<file path="src/rtl/medicine_dose_scheduler.sv">
// ---------------------------------------------------------------------------
// medicine_dose_scheduler
//
// Purpose:
//   Captures selected (medicine id, dose interval) pairs into a small slot
//   table and runs one countdown per slot, driven by a prescaled time-base
//   tick. An expired countdown marks its slot pending. A small FSM then
//   raises a dose alarm that carries the medicine id until the user
//   acknowledges it. The acknowledge re-arms that slot. After each alarm the
//   FSM spends one GAP cycle with the alarm low, so that back-to-back alarms
//   are visibly separated.
//
// Ports:
//   Clk           in   rising-edge system clock
//   Rst           in   synchronous reset, active-low
//   Load_Valid    in   1-cycle strobe qualifying Load_Address/Load_Data
//   Load_Address  in   medicine id to track
//   Load_Data     in   dose interval in time units (0 is rejected)
//   Tick_In       in   time-base pulse, TICKS_PER_UNIT pulses per unit
//   Ack_Button    in   user acknowledge level, rising edge acts
//   Clear_All     in   drop all slots and alarms
//   Alarm_Out     out  dose alarm active
//   Alarm_Med_Id  out  medicine id of active alarm (0 when idle)
//   Alarm_Slot    out  slot index of active alarm (0 when idle)
//   Slots_Used    out  number of valid slots
//   Full_Out      out  every slot in use
//   Load_Reject   out  1-cycle pulse, previous load was refused
// ---------------------------------------------------------------------------
module medicine_dose_scheduler #(
  parameter int NUM_SLOTS      = 4,
  parameter int ADDR_W         = 6,
  parameter int DATA_W         = 4,
  parameter int TICKS_PER_UNIT = 60,
  localparam int SLOT_W = $clog2(NUM_SLOTS),
  localparam int USED_W = $clog2(NUM_SLOTS + 1),
  localparam int PRE_W  = (TICKS_PER_UNIT > 1) ? $clog2(TICKS_PER_UNIT) : 1
) (
  input  logic              Clk,
  input  logic              Rst,
  input  logic              Load_Valid,
  input  logic [ADDR_W-1:0] Load_Address,
  input  logic [DATA_W-1:0] Load_Data,
  input  logic              Tick_In,
  input  logic              Ack_Button,
  input  logic              Clear_All,
  output logic              Alarm_Out,
  output logic [ADDR_W-1:0] Alarm_Med_Id,
  output logic [SLOT_W-1:0] Alarm_Slot,
  output logic [USED_W-1:0] Slots_Used,
  output logic              Full_Out,
  output logic              Load_Reject
);

  typedef enum logic [1:0] {IDLE, ALERT, GAP} state_t;

  state_t              state_q, state_d;
  logic [NUM_SLOTS-1:0] valid_q, pending_q;
  logic [ADDR_W-1:0]   id_q       [NUM_SLOTS];
  logic [DATA_W-1:0]   interval_q [NUM_SLOTS];
  logic [DATA_W-1:0]   count_q    [NUM_SLOTS];
  logic [PRE_W-1:0]    prescale_q;
  logic                ack_prev_q;

  logic                match_hit, free_hit, load_ok, reject_d;
  logic [SLOT_W-1:0]   match_idx, free_idx, load_idx;
  logic                pend_any;
  logic [SLOT_W-1:0]   pend_idx;
  logic                unit_tick, ack_rise, ack_fire;
  logic                alarm_d;
  logic [ADDR_W-1:0]   med_id_d;
  logic [SLOT_W-1:0]   slot_d;

  // Slot lookup. A matching id takes precedence over a free slot, so a
  // reload never consumes a second slot. The loops scan downwards, so the
  // lowest index found is the one that remains.
  always_comb begin
    match_hit = 1'b0;
    match_idx = '0;
    free_hit  = 1'b0;
    free_idx  = '0;
    pend_any  = 1'b0;
    pend_idx  = '0;
    for (int i = NUM_SLOTS - 1; i >= 0; i--) begin
      if (valid_q[i] && (id_q[i] == Load_Address)) begin
        match_hit = 1'b1;
        match_idx = SLOT_W'(i);
      end
      if (!valid_q[i]) begin
        free_hit = 1'b1;
        free_idx = SLOT_W'(i);
      end
      if (pending_q[i]) begin
        pend_any = 1'b1;
        pend_idx = SLOT_W'(i);
      end
    end
  end

  assign load_ok   = Load_Valid && (Load_Data != '0) && (match_hit || free_hit);
  assign load_idx  = match_hit ? match_idx : free_idx;
  assign reject_d  = Load_Valid && !load_ok;
  assign unit_tick = Tick_In && (prescale_q == PRE_W'(TICKS_PER_UNIT - 1));
  assign ack_rise  = Ack_Button && !ack_prev_q;

  // Population count of the valid bits.
  always_comb begin
    Slots_Used = '0;
    for (int i = 0; i < NUM_SLOTS; i++) begin
      Slots_Used = Slots_Used + USED_W'(valid_q[i]);
    end
  end

  assign Full_Out = (Slots_Used == USED_W'(NUM_SLOTS));

  // Alarm FSM next-state logic. The alarm outputs are computed here and
  // registered with the state, so they change on the same edge as the state.
  always_comb begin
    state_d  = state_q;
    alarm_d  = Alarm_Out;
    med_id_d = Alarm_Med_Id;
    slot_d   = Alarm_Slot;
    ack_fire = 1'b0;
    case (state_q)
      IDLE: begin
        if (pend_any) begin
          state_d  = ALERT;
          alarm_d  = 1'b1;
          slot_d   = pend_idx;
          med_id_d = id_q[pend_idx];
        end
      end
      ALERT: begin
        if (ack_rise) begin
          ack_fire = 1'b1;
          state_d  = GAP;
          alarm_d  = 1'b0;
          slot_d   = '0;
          med_id_d = '0;
        end
      end
      GAP: begin
        state_d  = IDLE;
        alarm_d  = 1'b0;
        slot_d   = '0;
        med_id_d = '0;
      end
      default: begin
        state_d  = IDLE;
        alarm_d  = 1'b0;
        slot_d   = '0;
        med_id_d = '0;
      end
    endcase
  end

  // FSM state, registered alarm outputs and reject pulse. The Ack_Button
  // history keeps tracking through Clear_All, so that a button which is
  // still held afterwards is not seen as a new press.
  always_ff @(posedge Clk) begin
    if (!Rst) begin
      state_q      <= IDLE;
      Alarm_Out    <= 1'b0;
      Alarm_Med_Id <= '0;
      Alarm_Slot   <= '0;
      Load_Reject  <= 1'b0;
      ack_prev_q   <= 1'b0;
    end else begin
      ack_prev_q <= Ack_Button;
      if (Clear_All) begin
        state_q      <= IDLE;
        Alarm_Out    <= 1'b0;
        Alarm_Med_Id <= '0;
        Alarm_Slot   <= '0;
        Load_Reject  <= 1'b0;
      end else begin
        state_q      <= state_d;
        Alarm_Out    <= alarm_d;
        Alarm_Med_Id <= med_id_d;
        Alarm_Slot   <= slot_d;
        Load_Reject  <= reject_d;
      end
    end
  end

  // Slot table and prescaler. For each slot the order of precedence is:
  // a load, then an acknowledge re-arm, then a countdown decrement. A load
  // that hits the slot under acknowledge still clears its pending bit.
  always_ff @(posedge Clk) begin
    if (!Rst || Clear_All) begin
      valid_q    <= '0;
      pending_q  <= '0;
      prescale_q <= '0;
      for (int i = 0; i < NUM_SLOTS; i++) begin
        count_q[i] <= '0;
        if (!Rst) begin
          id_q[i]       <= '0;
          interval_q[i] <= '0;
        end
      end
    end else begin
      if (Tick_In) begin
        prescale_q <= unit_tick ? '0 : prescale_q + 1'b1;
      end
      for (int i = 0; i < NUM_SLOTS; i++) begin
        if (load_ok && (load_idx == SLOT_W'(i))) begin
          count_q[i]    <= Load_Data;
          interval_q[i] <= Load_Data;
          if (!match_hit) begin
            valid_q[i]   <= 1'b1;
            id_q[i]      <= Load_Address;
            pending_q[i] <= 1'b0;
          end else if (ack_fire && (Alarm_Slot == SLOT_W'(i))) begin
            pending_q[i] <= 1'b0;
          end
        end else if (ack_fire && (Alarm_Slot == SLOT_W'(i))) begin
          pending_q[i] <= 1'b0;
          count_q[i]   <= interval_q[i];
        end else if (unit_tick && valid_q[i] && !pending_q[i] && (count_q[i] != '0)) begin
          count_q[i] <= count_q[i] - 1'b1;
          if (count_q[i] == DATA_W'(1)) begin
            pending_q[i] <= 1'b1;
          end
        end
      end
    end
  end

endmodule

</file>
<file path="config.mk">
export PLATFORM = sky130hd
export DESIGN_NAME = medicine_dose_scheduler
export DESIGN_NICKNAME = d
export VERILOG_FILES = /design/src/rtl/medicine_dose_scheduler.sv
export SDC_FILE = /design/constraint.sdc
export NUM_CORES = 1
export LEC_CHECK = 0
export CELL_PAD_IN_SITES_DETAIL_PLACEMENT = 1
export CELL_PAD_IN_SITES_GLOBAL_PLACEMENT = 1
export CORE_UTILIZATION = 48
export DETAILED_ROUTE_END_ITERATION = 10
export PLACE_DENSITY = 0.89
export SETUP_SLACK_MARGIN = 0.1
export SLEW_MARGIN = 15
export SYNTH_ARGS = -nofsm -noshare
export SYNTH_HDL_FRONTEND = slang
export SYNTH_SLANG_ARGS = --single-unit
</file>
<file path="constraint.sdc">
create_clock -name Clk -period 3.9 [get_ports Clk]
set_input_delay 0.78 -clock Clk [delete_from_list [all_inputs] [get_ports Clk]]
set_output_delay 0.78 -clock Clk [all_outputs]
set_load 0.005 [all_outputs]
</file>
# Yosys cells after proc, flatten, opt, wreduce, memory -nomap -nowiden
# Memory sizes are Yosys's and may differ from the RTL's.
# Cells that the tools add are included.
# W data, S select, Z words.
word_totals:
  input_bits: 16
  mem_bits_rw: 56
  memories: 3
  register_bits: 27
  output_inout_bits: 14
  elab_cells: 285
op_classes:
  n_eq_ne: 23
  n_reduce_logical: 64
  bitwise: 22
  add_sub_neg: 8
  n_mux: 150
mem_list:
  columns: ["memory", "depth", "word_bits", "read_ports", "rd_clocked_by_memory_dff", "write_ports", "line_no", "source"]
  rows:
  - ["id_q", 4, 6, 5, 0, 4, "58", "logic [ADDR_W-1:0] id_q [NUM_SLOTS];"]
  - ["count_q", 4, 4, 4, 0, 4, "60", "logic [DATA_W-1:0] count_q [NUM_SLOTS];"]
  - ["interval_q", 4, 4, 4, 0, 4, "59", "logic [DATA_W-1:0] interval_q [NUM_SLOTS];"]
op_table:
  columns: ["cell", "count"]
  rows:
  - ["$mux W1", 106]
  - ["$mux W4", 16]
  - ["$mux W6", 7]
  - ["$mux W2", 17]
  - ["$logic_and A1 B1 Y1", 29]
  - ["$eq A6 B6 Y1", 4]
  - ["$reduce_bool A3 Y1", 8]
  - ["$or A1 B1 Y1", 20]
  - ["$reduce_bool A4 Y1", 5]
  - ["$eq A4 B1 Y1 const B", 4]
  - ["$sub A4 B1 Y4 const B", 4]
  - ["$ne A3 B2 Y1 const B", 4]
  - ["$pmux W6 S2", 1]
  - ["$reduce_and A3 Y1", 4]
  - ["$reduce_and A2 Y1", 5]
  - ["$eq A2 B2 Y1 const B", 4]
  - ["$pmux W2 S2", 2]
  - ["$logic_not A1 Y1", 7]
  - ["$add A6 B1 Y6 const B", 1]
  - ["$eq A2 B1 Y1 const B", 3]
  - ["$eq A6 B6 Y1 const B", 1]
  - ["$logic_not A2 Y1", 3]
  - ["$ne A2 B2 Y1 const B", 2]
  - ["$add A2 B1 Y3", 1]
  - ["other kinds (7)", 9]

# Longest topological paths before layout
# Gate-level depths: netlist (run 1).
depth:
  ltp_word: 15
  mapped_depth: 9
  ltp_nobuf: 8

# Least setup slack after synthesis (run 1)
# No wires, ideal clock.
synth_path:
  path_type: "input to register"
  start: "in Load_Address[0]"
  end: "mem id_q[2][0], enable pin"
  required_ps: 3523
  path_slack_ps: 854
  setup_ps: 377
  path_stages: 7
  arrival_time_ps: 2669
  n_path_buf: 1
  path_cell_list: "buf_2 > xnor2_1 > nand4_1 > or4_4 > a31oi_4 > nand4_1 > o21ai_0"
synth_lines:
  columns: ["item", "line_no", "source"]
  rows:
  - ["start: declaration", "41", "input logic [ADDR_W-1:0] Load_Address,"]
  - ["end: declaration", "58", null]

# Worst setup path after layout (run 1)
layout_path:
  start: "reg valid_q[3]"
  end: "out Full_Out"
layout_between:
  elab_chain_len: 2
layout_lines:
  columns: ["item", "line_no", "source"]
  rows:
  - ["start: declaration", "57", "logic [NUM_SLOTS-1:0] valid_q, pending_q;"]
  - ["start signal: assignment", "190", "valid_q <= '0;"]
  - ["start signal: indexed assignment", "209", "valid_q[i] <= 1'b1;"]
  - ["$add A3 B1 Y3", "109", "Slots_Used = Slots_Used + USED_W'(valid_q[i]);"]
  - ["$eq A3 B3 Y1", "113", "assign Full_Out = (Slots_Used == USED_W'(NUM_SLOTS));"]
  - ["end: declaration", "50", "output logic Full_Out,"]
# No other way between the ends.

==> results.yml, run 1 <==
worst_setup_path:
  cp.required_ps: 3120
  cpMaxStageDelayCell: "clkdlybuf4s50_1"
  end_kind: "primary output"
  path_class: "reg2out"
  crit_path_max_incr_delay_ps: 530
  cp-start-kind: "flip-flop"
  path_cells: "inv_1 > fa_1 > inv_1 > ha_1 > ha_1 > nor3b_1 > clkdlybuf4s50_1"
  crit_fanout: 5
  cp_data_arrival_time_ps: 2790
route:
  vias: 3726
  drc: 0
  wl_mm: 13.2
  drtIter0Drc: 151
  vias_per_cell: 6.02
  first_pass_iters: 4
  wl_per_cell_um: 21.3
  ant_nets: 0
logic_synthesis:
  netlist_area_um2: 4820
  yosysTopAreaCell: "edfxtp_1"
  avgSynthCellArea_um2: 10.9
  synth.area.top_cells: "edfxtp_1 (35%), dfxtp_1 (11%), and2_1 (3.9%), ha_1 (3.9%), xor2_1 (3.5%)"
  synth.cells.most_frequent: "edfxtp_1 (56), nor2_1 (35), and2_1 (30), dfxtp_1 (26), nor3_1 (20)"
  yosysMostFrequentCell: "edfxtp_1"
  synth_edf_count: 56
  yosys_warnings: 0
  synth_seq_cells: 82
  async_flop_share_pct: 0
  netlist-cell-type-count: 65
  ys_seq_area_share_pct: 45.7
  synth_ff_type: "edfxtp_1"
  syn_nets: 475
  netlist.area_leader.share_pct: 34.9
  syn_inst: 443
timing:
  rsz0062_at_grt: "false"
  maxSlewViolCount: 0
  period_share_pct: 91.4
  timing.fmax_mhz: 280
  tightest_slew_ps: 1020
  setup_viol: 0
  period_needed_ps: 3570
  hold_viol_final: 0
  clock_skew_ps: 9.39
  relSlewSlack_pct: 32.2
  fin_tns_setup_ps: 0
placement:
  place_area_um2: 5310
  port_buffers: 29
  hpwlAfterDp_mm: 9.99
  routabilityCongestion: 0.913
power_and_ir_drop:
  vdd_drop_max_v: 0.000159
  power.density_nw_per_um2: 332
  p_leak_nw: 2.03
die:
  die_area_um2: 10400
  num_io_pins: 30
  fp.dieW_um: 102
  fp.dieH_um: 102
  rows: 36
  start_util_pct: 49.5
  coreArea_um2: 9730
layout:
  drive_gt1_share_pct: 14.2
  design_area_um2: 5530
  area_growth_pct: 14.8
  antenna_cells: 0
  nNetsFinal: 513
global_route:
  grt_max_degree: 20
  grtUsageTotal_pct: 27.6
  grt_pass1_wl_mm: 21.1
  grt_pass1_vias: 3961
  grt_antenna_before_repair: 0
  grt_overflow: 0
worst_hold_path:
  worstHoldPathType: "reg2reg"
cts:
  clkTransAtPathRegs_ps: 90
  cts_hold_repair.buffers: 0
  cts_tree: "built"
  cts_setup_buffers: 0
  cts_root_buf: "clkbuf_8"
  worstSkewPairLatency_ps: 370
  cts_sinks: 82
  numCtsBuffers: 9
  htreeDepth: 3
  cts.repair.resized: 0
  clockBufferDepth: 2
run_status:
  outcome: "completed"
flow_run:
  maxCapViolations: 0
## worst paths after layout
check / from / endpoint / slack, ps / depth (start not counted)
setup / recovery: valid_q[3]$_SDFFE_PP0P_ / Full_Out / 330 / 7
hold / removal: prescale_q[1]$_SDFFE_PP0P_ / prescale_q[1]$_SDFFE_PP0P_ / 510 / 2
setup reg to reg: prescale_q[0]$_SDFFE_PP0P_ / count_q[2][1]$_SDFFCE_PN0P_ / 1000 / 8
hold reg to reg: prescale_q[1]$_SDFFE_PP0P_ / prescale_q[1]$_SDFFE_PP0P_ / 510 / 2
## placed cells by master (no fill, tap or decap), drive strengths merged, types with 3 or more instances in the layout
master / synthesis / final
edfxtp: 56 / 56
nor2: 35 / 35
and2: 30 / 30
clkdlybuf4s50: 0 / 29
dfxtp: 26 / 26
nor3: 24 / 24
buf: 15 / 21
inv: 19 / 19
xor2: 19 / 19
and3: 19 / 19
a211oi: 19 / 19
nand2: 16 / 16
xnor2: 15 / 15
ha: 15 / 15
nand3: 15 / 15
clkbuf: 8 / 13
o21ai: 10 / 10
a21oi: 9 / 9
nand2b: 8 / 8
a22oi: 8 / 8
mux2i: 7 / 7
nor4: 7 / 7
a31oi: 7 / 7
mux4: 6 / 6
nand4: 5 / 5
o22ai: 4 / 4
o31ai: 4 / 4
nor2b: 3 / 3
a41oi: 3 / 3
a21o: 3 / 3
nor4b: 3 / 3
## logic make-up after synthesis
kind of cell               share of synthesized area (%)
xor gates and xnor gates                            6.18
muxes                                               4.73
AOI/OAI and AO/OA                                   14.2
adders and majority gates                           4.31
and+or+nand+nor                                     20.9
DFF                                                 45.7
buffers and inverters                               3.92
## where the power goes
group	internal [W]	total, W	switching, W
logic	0.0000749	0.000190	0.000115
clock network	0.000341	0.000666	0.000325
registers	0.000957	0.000979	0.0000214
## per-layer routing
metal / global-route usage, % / wire, um / vias to the layer above
met1: 34.3 / 5640 / 1869
met5: 0 / 0 / -
met4: 13.5 / 440 / 0
met3: 3.83 / 662 / 37
met2: 47.2 / 6450 / 107
li1: - / - / 1713
## through the flow
stage	instances	util (%)	total power, W	hold slack, ps	setup slack, ps
floorplan	443	-	0.00111	462	854
global placement	603	54.6	0.00117	476	305
detailed placement	603	54.6	0.00118	501	95.8
CTS	619	56.9	0.00184	514	341
global route	619	56.9	0.00189	554	282
finish	619	56.9	0.00183	509	334
## state kept, by name (all words and copies together), names as in the netlist
name,cells
id_q,24
count_q,16
interval_q,16
Alarm_Med_Id,6
prescale_q,6
pending_q,4
valid_q,4
Alarm_Slot,2
state_q,2
Load_Reject,1
ack_prev_q,1
## worst max-delay path: cells and delay by family (launching register included)
kind / cells / cell delay (ps)
buffers and inverters: 3 / 770
and+or+nand+nor: 1 / 200
adders and majority gates: 3 / 970
DFF: 1 / 470
## layout make-up
type,count,area (um2)
Timing Repair Buffer,50,448
Tap cell,133,166
Multi-Input combinational cell,319,2430
Clock buffer,13,201
Clock inverter,3,16.3
Inverter,19,71.3
Fill cell,1079,4200
Sequential cell,82,2200
Power figures use the tool's default switching activity.
==> run 2, diff against run 1 <==
--- a/config.mk
+++ b/config.mk
@@ -11,7 +11,7 @@
 export DETAILED_ROUTE_END_ITERATION = 10
 export PLACE_DENSITY = 0.89
 export SETUP_SLACK_MARGIN = 0.1
-export SLEW_MARGIN = 15
+export SLEW_MARGIN = 0
 export SYNTH_ARGS = -nofsm -noshare
 export SYNTH_HDL_FRONTEND = slang
 export SYNTH_SLANG_ARGS = --single-unit
==> results of run 2 <==
No change in the layout: final DEF, timing and power equal those of run 1.
